## config.mk

```make
export PLATFORM = sky130hd
export DESIGN_NAME = router_src_arb_flat
export DESIGN_NICKNAME = d
export VERILOG_FILES = /design/src/rtl/router_pkg.sv /design/src/rtl/router_src_arb_if.sv /design/src/rtl/rr_arbiter.sv /design/src/rtl/router_src_arb.sv /design/src/flat_wrapper.sv
export SDC_FILE = /design/constraint.sdc
export NUM_CORES = 1
export LEC_CHECK = 0
export ABC_AREA = 1
export CAP_MARGIN = 20
export CORE_MARGIN = 2
export CORE_UTILIZATION = 39
export DETAILED_ROUTE_END_ITERATION = 12
export PLACE_DENSITY = 0.82
export SLEW_MARGIN = 5
export SYNTH_ARGS = -nofsm -noshare
export SYNTH_HDL_FRONTEND = slang
export SYNTH_SLANG_ARGS = --single-unit
```

## constraint.sdc

```tcl
create_clock -name clock -period 2.66 [get_ports clock]
set_input_delay 0.532 -clock clock [delete_from_list [all_inputs] [get_ports clock]]
set_output_delay 0.532 -clock clock [all_outputs]
set_load 0.05 [all_outputs]
```

## src/rtl/router_pkg.sv

```systemverilog
// Shared defaults, header field layout and FSM state type for the router source arbiter.
package router_pkg;

    localparam int ROUTER_NUM_SRC = 3;
    localparam int ROUTER_DATA_W  = 8;

    // Header layout: {payload_len, addr}, addr in the low bits.
    localparam int ADDR_LSB = 0;
    localparam int ADDR_W   = 2;
    localparam int LEN_LSB  = ADDR_LSB + ADDR_W;

    typedef enum logic {
        IDLE = 1'b0,
        PKT  = 1'b1
    } arb_state_e;

    // Width of an index into n sources, never below 1 bit.
    function automatic int idx_w(input int n);
        return (n > 1) ? $clog2(n) : 1;
    endfunction

endpackage

```

## src/rtl/router_src_arb_if.sv

```systemverilog
// Source-side and router-side byte bus shared by the arbiter (master) and its environment (slave).
interface router_src_arb_if
    import router_pkg::*;
#(
    parameter int NUM_SRC = ROUTER_NUM_SRC,
    parameter int DATA_W  = ROUTER_DATA_W
);

    logic [NUM_SRC-1:0]        src_pkt_valid;
    logic [NUM_SRC*DATA_W-1:0] src_data_in;
    logic [NUM_SRC-1:0]        src_busy;
    logic                      busy;
    logic                      pkt_valid;
    logic [DATA_W-1:0]         data_in;

    modport master (
        input  src_pkt_valid, src_data_in, busy,
        output src_busy, pkt_valid, data_in
    );

    modport slave (
        output src_pkt_valid, src_data_in, busy,
        input  src_busy, pkt_valid, data_in
    );

endinterface

```

## src/rtl/rr_arbiter.sv

```systemverilog
// Combinational round-robin picker: one-hot pick of the first asserted request at or after ptr.
module rr_arbiter
    import router_pkg::*;
#(
    parameter  int NUM_SRC = ROUTER_NUM_SRC,
    localparam int PTR_W   = idx_w(NUM_SRC)
) (
    input  logic [NUM_SRC-1:0] req,
    input  logic [PTR_W-1:0]   ptr,
    output logic [NUM_SRC-1:0] pick
);

    logic [PTR_W-1:0] idx;

    // NOTE: every variable written here gets a default first, so no latch is inferred.
    always_comb begin
        pick = '0;
        idx  = '0;
        // Walk from the farthest candidate back to ptr; the last hit (closest to ptr) wins.
        for (int off = NUM_SRC - 1; off >= 0; off--) begin
            idx = PTR_W'((int'(ptr) + off) % NUM_SRC);
            if (req[idx]) begin
                pick = NUM_SRC'(1) << idx;
            end
        end
    end

endmodule

```

## src/rtl/router_src_arb.sv

```systemverilog
// Packet-granular round-robin arbiter in front of router_top; zero-latency byte mux, grant locked header..parity.
// Defining ROUTER_ARB_LEN_CHECK_EN adds a payload length checker and the len_err pulse.
module router_src_arb
    import router_pkg::*;
#(
    parameter int NUM_SRC = ROUTER_NUM_SRC,
    parameter int DATA_W  = ROUTER_DATA_W
) (
    input  logic               clock,
    input  logic               resetn,
    router_src_arb_if.master   bus,
    output logic [NUM_SRC-1:0] grant,
    output logic               pkt_done
`ifdef ROUTER_ARB_LEN_CHECK_EN
    ,
    output logic               len_err
`endif
);

    localparam int PTR_W = idx_w(NUM_SRC);

    arb_state_e         state_q, state_d;
    logic [NUM_SRC-1:0] grant_q, grant_d;
    logic [NUM_SRC-1:0] pick;
    logic [PTR_W-1:0]   rr_ptr_q, rr_ptr_d;
    logic [PTR_W-1:0]   next_ptr;
    logic               win_valid;
    logic [DATA_W-1:0]  win_data;
    logic               xfer;
    logic               done_d;

    rr_arbiter #(.NUM_SRC(NUM_SRC)) u_rr (
        .req  (bus.src_pkt_valid),
        .ptr  (rr_ptr_q),
        .pick (pick)
    );

    // Grant and all source stalls are gated by resetn so sources freeze the moment reset asserts.
    always_comb begin
        grant     = '0;
        win_valid = 1'b0;
        win_data  = '0;
        next_ptr  = '0;
        if (resetn) begin
            grant = (state_q == IDLE) ? pick : grant_q;
        end
        for (int i = 0; i < NUM_SRC; i++) begin
            if (grant[i]) begin
                win_valid = win_valid | bus.src_pkt_valid[i];
                win_data  = win_data | bus.src_data_in[i*DATA_W +: DATA_W];
                next_ptr  = PTR_W'((i + 1) % NUM_SRC);
            end
        end
        bus.pkt_valid = win_valid;
        bus.data_in   = win_data;
        bus.src_busy  = {NUM_SRC{~resetn | bus.busy}} | ((grant != '0) ? ~grant : '0);
        xfer          = (grant != '0) & ~bus.busy;
    end

    always_comb begin
        state_d  = state_q;
        grant_d  = grant_q;
        rr_ptr_d = rr_ptr_q;
        done_d   = 1'b0;
        case (state_q)
            IDLE: begin
                if (xfer) begin
                    grant_d = grant;
                    state_d = PKT;
                end
            end
            PKT: begin
                // Low pkt_valid on an accepted byte marks the parity byte: release the lock.
                if (xfer && !win_valid) begin
                    grant_d  = '0;
                    state_d  = IDLE;
                    rr_ptr_d = next_ptr;
                    done_d   = 1'b1;
                end
            end
            default: state_d = IDLE;
        endcase
    end

    // NOTE: sequential state uses non-blocking assignments so every register samples pre-edge values.
    always_ff @(posedge clock or negedge resetn) begin
        if (!resetn) begin
            state_q  <= IDLE;
            grant_q  <= '0;
            rr_ptr_q <= '0;
            pkt_done <= 1'b0;
        end else begin
            state_q  <= state_d;
            grant_q  <= grant_d;
            rr_ptr_q <= rr_ptr_d;
            pkt_done <= done_d;
        end
    end

`ifdef ROUTER_ARB_LEN_CHECK_EN
    localparam int LEN_W = DATA_W - LEN_LSB;

    logic [LEN_W-1:0] len_cnt_q, len_cnt_d;
    logic             over_q, over_d;
    logic             len_err_d;

    always_comb begin
        len_cnt_d = len_cnt_q;
        over_d    = over_q;
        len_err_d = 1'b0;
        if (xfer) begin
            if (state_q == IDLE) begin
                len_cnt_d = win_data[DATA_W-1:LEN_LSB];
                over_d    = 1'b0;
            end else if (win_valid) begin
                // A payload byte beyond the declared length is remembered until parity.
                if (len_cnt_q == '0) begin
                    over_d = 1'b1;
                end else begin
                    len_cnt_d = len_cnt_q - LEN_W'(1);
                end
            end else begin
                len_err_d = over_q | (len_cnt_q != '0);
            end
        end
    end

    always_ff @(posedge clock or negedge resetn) begin
        if (!resetn) begin
            len_cnt_q <= '0;
            over_q    <= 1'b0;
            len_err   <= 1'b0;
        end else begin
            len_cnt_q <= len_cnt_d;
            over_q    <= over_d;
            len_err   <= len_err_d;
        end
    end
`endif

endmodule

```

## src/flat_wrapper.sv

```systemverilog
// flat-port wrapper written by rule: the top's interface ports become plain ports
module router_src_arb_flat import router_pkg::*;
#(
    parameter int NUM_SRC = ROUTER_NUM_SRC,
    parameter int DATA_W  = ROUTER_DATA_W
)
  (clock, resetn, grant, pkt_done, bus_src_pkt_valid, bus_src_data_in, bus_busy, bus_src_busy, bus_pkt_valid, bus_data_in);
  router_src_arb_if #(.NUM_SRC(NUM_SRC), .DATA_W(DATA_W)) bus_i ();
  input  logic clock;
  input  logic resetn;
  output logic [NUM_SRC-1:0] grant;
  output logic pkt_done;
  input wire logic [$bits(bus_i.src_pkt_valid)-1:0] bus_src_pkt_valid;
  input wire logic [$bits(bus_i.src_data_in)-1:0] bus_src_data_in;
  input wire logic [$bits(bus_i.busy)-1:0] bus_busy;
  output wire logic [$bits(bus_i.src_busy)-1:0] bus_src_busy;
  output wire logic [$bits(bus_i.pkt_valid)-1:0] bus_pkt_valid;
  output wire logic [$bits(bus_i.data_in)-1:0] bus_data_in;
  assign bus_i.src_pkt_valid = bus_src_pkt_valid;
  assign bus_i.src_data_in = bus_src_data_in;
  assign bus_i.busy = bus_busy;
  assign bus_src_busy = bus_i.src_busy;
  assign bus_pkt_valid = bus_i.pkt_valid;
  assign bus_data_in = bus_i.data_in;
  router_src_arb #(.NUM_SRC(NUM_SRC), .DATA_W(DATA_W)) u_core (.clock(clock), .resetn(resetn), .bus(bus_i), .grant(grant), .pkt_done(pkt_done));
endmodule
```

After elaboration in Yosys (flattened, before gate mapping):

Index checks and enable logic that the tools add are counted.

* bits in writable memories: 0
* word-level logic and storage cells: 62
* input port bits: 30
* ROM bits: 0
* output and inout bits: 16
* latch bits: 0
* register bits: 7
* memories: 0

* div/mod/pow operators: 3
* reductions and logical operators: 5
* $add $sub $neg: 2
* equal/unequal tests: 2
* multipliers: 0
* shift-type cells: 3
* multiplexer cells: 29
* order comparisons: 3
* bitwise gates (word level): 11

Operators by type and width (number)
* $mod 32x3->32 const B: 2
* $mod 3x3->32 const B: 1
* $mux 3: 8
* $mux 8: 3
* $or 8x8->8: 2
* $mux 1: 11
* $lt 2x3->1 const B: 3
* $shl 1x2->3 const A: 3
* $bmux 1 s2: 3
* $pmux 3 s2: 1
* $mux 2: 2
* $reduce_and 2->1: 2
* $add 2x1->3 const B: 1
* $add 2x2->3 const B: 1
* $not 1->1: 3
* $not 3->3: 1
* $or 1x1->1: 3
* $or 3x3->3: 1
* $reduce_bool 3->1: 1
* $ne 2x1->1 const B: 1
* $ne 2x2->1 const B: 1
* $pmux 1 s2: 1
* $and 1x1->1: 1
* $logic_and 1x1->1: 1
* $logic_not 1->1: 1

Longest topological paths before layout:

* depth after elaboration: 18
* depth in mapped cells: 17
* mapped depth without buffers: 17

Cells and area by module:

Synthesis repeated with hierarchy kept, for this count alone.

* cells, all modules: 150
* area total of the unflattened synthesis: 878.3 um^2

By module, submodules not included
* router_src_arb: seq. area each 175.2 um^2, area each 631.9 um^2, cells an instance 104, times used 1
* rr_arbiter: seq. area each 0.0 um^2, area each 246.5 um^2, cells an instance 46, times used 1

Least setup slack after synthesis:

OpenSTA, ideal clock, no wires.

* path type: reg-to-output
* start point: register u_core.rr_ptr_q[0]
* end point: output port bus_src_busy[0]
* stages on the path, launching flop included: 15
* path buffers: 0
* data required time: 2128 ps
* arrival: 2588 ps
* setup slack: -460 ps
* cell sequence: dfrtp_1 inv_1 ha_1 inv_2 nand2_1 nand2_2 nand2_1 nand2_1 nor2_1 nand2_1 nand2_1 nand3_1 nand2_2 nor2_2 o21ai_0

* word-level cells in the longest chain between the ends: 12
* elaborated cells between the ends (all ways): 23
* those cells by class: 2 x add/sub; 3 x div; 3 x shift; 12 x mux; 2 x bitwise; 1 x reduce/logical

RTL lines
* start: declaration: line router_src_arb.sv:25 `logic [PTR_W-1:0] rr_ptr_q, rr_ptr_d;`
* start signal: assignment: line router_src_arb.sv:95 `rr_ptr_q <= rr_ptr_d;`
* $add 2x2->3: line rr_arbiter.sv:21 `idx = PTR_W'((int'(ptr) + off) % NUM_SRC);`
* $mod 32x3->32: line rr_arbiter.sv:21
* $bmux 1 s2: line rr_arbiter.sv:22 `if (req[idx]) begin`
* $mux 1 (not written as such): line rr_arbiter.sv:22
* $mux 3 (2 in series): line rr_arbiter.sv:22
* $mux 3 (*): line rr_arbiter.sv:22
* $mux 3 (*): line router_src_arb.sv:45 `grant = (state_q == IDLE) ? pick : grant_q;`
* $mux 3 (*): line router_src_arb.sv:44 `if (resetn) begin`
* $reduce_bool 3->1 or $not 3->3 (tied branches): line router_src_arb.sv:56 `bus.src_busy = {NUM_SRC{~resetn | bus.busy}} | ((grant != '0) ? ~grant : '0);`
* $mux 3 (*): line router_src_arb.sv:56
* $or 3x3->3 (*): line router_src_arb.sv:56
* end: declaration: line flat_wrapper.sv:16 `output wire logic [$bits(bus_i.src_busy)-1:0] bus_src_busy;`

Every way passes the cells marked *; elsewhere a longest branch is shown, timed or not. The select of a mux whose other input is x is not followed.

Worst setup path after layout:

* start point: register u_core.rr_ptr_q[0]
* end point: output port bus_src_busy[2]

The elaborated chain is that of the path after synthesis.

==> results.md <==
- Status: complete, but fails checks
- Failing checks: setup timing
- Netlist Area Pre-Place: 892 sq um
- Setup Slack @ Placement: -232 ps
- Reg clk slew, reported paths: 50 ps
- EDFF count, synth: 0
- Gate Count Post-Synth: 152
- Die ar.: 2690 sq um
- Avg Inst Size Synth: 5.87 sq um
- Multi-input logic area: 821 sq um
- Num CTS Buffers: 3
- Hold Path Sink: u_core.grant_q[0]
- Largest net degree at the start of global routing: 12
- Worst Tran Pin Value: 490 ps
- Fin crit period: 2990 ps
- Crit end category: primary output
- Non-Filler Instances: 253
- Final setup violation count: 15
- CP Class: reg2out
- Clock latency on the worst-skew pair: 250 ps
- RSZ-0062 raised after global routing: yes
- Drt via density: 5.61
- Commonest non-fill, non-tap cells in the layout: 50 x nand2_1, 27 x clkdlybuf4s50_1, 22 x buf_4, 17 x buf_12, 14 x nand2_2
- FF-to-FF Start: u_core.rr_ptr_q[0]
- Hold depth: 2
- Core box area: 2190 sq um
- Hold WS: 479 ps
- #FFs+latches synth: 7
- Worst-case clock buffer depth: 2
- Total power: 0.306 mW
- Critical Path Source Type: register
- Worst reg2reg endpoint: u_core.grant_q[2]
- IO Count: 46
- Reg2Reg Setup Slack: 190 ps
- Core Util, Final: 91.8%
- Share of the synthesized area in the top cell type: 26.1%
- Final WS setup: -327 ps
- Starting density of the core: 40.7%
- Routed vias: 1,420
- Port bufs: 45
- Total count of hold-check failures in the final report: 0
- Arr. time, crit path: 2460 ps
- Clock share of power: 31.4%
- Max Clock Freq: 335 MHz
- Die height: 51.8 um
- Max_cap viols: 0
- Global route overflow: 0
- Ys flop type: dfrtp_1
- GRT Overall Usage: 31.3%
- Placed cells: 240
- Crit-path max FO: 11
- Layout fillers: 87
- IR drop worst, VDD: 0.000383 V
- Hold WC Path Type: reg2reg
- RePlAce Congestion: 0.842
- Power per Cell Area: 152 nW/um^2
- Critical path required time: 2130 ps
- Vias in the first global route: 1,378
- Finished Cell Area: 2010 sq um
- Drt drc: 0
- Clock skew: 2.10 ps
- First-pass GRT wire length: 6.12 mm
- Synth top area cells: nand2_1 26%, dfrtp_1 20%, nand3_1 12%
- HP Start: u_core.grant_q[0]
- Yosys top cell by area: nand2_1
- Clock tree from TritonCTS: done
- Layout Nets: 260
- Sequential cell area: 176 sq um
- Sequential Power Share: 34.9%
- Net Sw Frac: 27.8%
- Initial antenna violation count: 0
- CTS H-tree depth: 1
- DP Area: 1700 sq um
- WL/cell: 19.7 um
- Switch Pwr: 0.0849 mW
- Clock sinks: 7
- Fraction of layout cells with a size suffix above 1: 47.1%
- # hold bufs at CTS: 0
- Most common cell after layout, fill and taps aside: nand2_1
- Mapped Nets: 186
- Setup_tns: -3450 ps
- ANT cells: 0
- Final wirelength: 4.98 mm
- Site Rows: 17
- Number of DRC violations after detailed-routing iteration 0: 81
- Combinational Power Share: 33.7%
- Path depth of the worst reg2reg path: 17
- Tcrit/Tclk final: 112%
- Final Max Tran Viols: 0
- Area grow syn2layout: 126%
- Drt first pass iters: 4
- Slew headroom: 67.2%
- Int Pwr: 0.221 mW
- Post-route ant nets: 0
- Post-DP HPWL: 2.68 mm
- Warnings, synthesis: 0
- Sequential area share after synthesis: 19.6%
- Async SR Flop Fraction: 100%
- Die width: 51.8 um
- Cell leakage power: 1.02 nW
- Root Buffer: clkbuf_4
- Cell variety after synth: 22
[timing repair]
item | in CTS | in global routing
pin swaps | 9 | 12
resized for setup | 34 | 25
endpoints found under the setup margin | 15 | 15
gates cloned | 1 | 0
buffers inserted | 4 | 4
[power groups by stage]
stage	Clock, mW	Combinational, mW	Sequential, mW
2_1_floorplan	0	0.0226	0.108
3_3_place_gp	0	0.0899	0.108
3_5_place_dp	0	0.0920	0.108
4_1_cts	0.0970	0.0931	0.107
5_1_grt	0.103	0.106	0.106
6_report	0.0960	0.103	0.107
[flip-flops by register name (all words and copies together), names as in the netlist]
name / count
u_core.pkt_done: 1
u_core.state_q: 1
u_core.rr_ptr_q: 2
u_core.grant_q: 3
[how the worst max path moves through the flow]
| stage | end | startpoint | cells after the start | slack (ps) |
|---|---|---|---|---|
| 6_report | bus_src_busy[2] | u_core.rr_ptr_q[0] | 13 | -330 |
| 5_1_grt | bus_src_busy[2] | u_core.rr_ptr_q[0] | 13 | -360 |
| 4_1_cts | bus_data_in[6] | u_core.rr_ptr_q[1] | 15 | -20 |
| 3_5_place_dp | bus_data_in[5] | bus_src_pkt_valid[2] | 13 | -230 |
| 3_3_place_gp | bus_data_in[4] | bus_src_pkt_valid[0] | 14 | -190 |
| 2_1_floorplan | bus_src_busy[0] | u_core.rr_ptr_q[0] | 14 | -30 |
[worst max-delay path, cell delays in order (launching register included)]
cell	delay, ps
dfrtp_1	410
inv_2	140
ha_4	240
buf_4	150
nand3_1	90
nand2_1	90
nand2_1	100
nand2_1	50
nand2_1	60
nand2_1	100
nand3_2	180
inv_4	90
o211ai_1	270
clkbuf_16	220
[routing by layer]
layer	routed length [um]	GRT usage [%]
met5	0	0
met4	275	17.1
met3	335	4.31
met2	2640	60.5
met1	1730	31.4
[area by class of cell]
class                      count  share of cell area [%]
tap                           28                    1.74
inverter                      20                    4.60
sequential                     7                    8.77
clock buffer                   4                    1.31
multi-input combinational    121                    40.8
timing repair buffer          73                    42.8
[cells in the mapped netlist (3+ instances only)]
library cell and n:
buf_2 3, nand3_1 22, nand2_2 5, nand2_1 62, dfrtp_1 7, ha_1 4
nor2_2 3, o21ai_0 4, inv_1 18, nor2_1 5, nand3_2 3
[cell families (layout without fill, tap and decap cells)]
group,after synthesis,count (layout),synth area share [%]
adders and majority gates,4,4,5.61
AOI/OAI and AO/OA,11,11,8.84
and+or+nand+nor,106,106,54.8
DFF,7,7,19.6
buffers and inverters,24,97,11.1
Power figures use the tool's default switching activity.
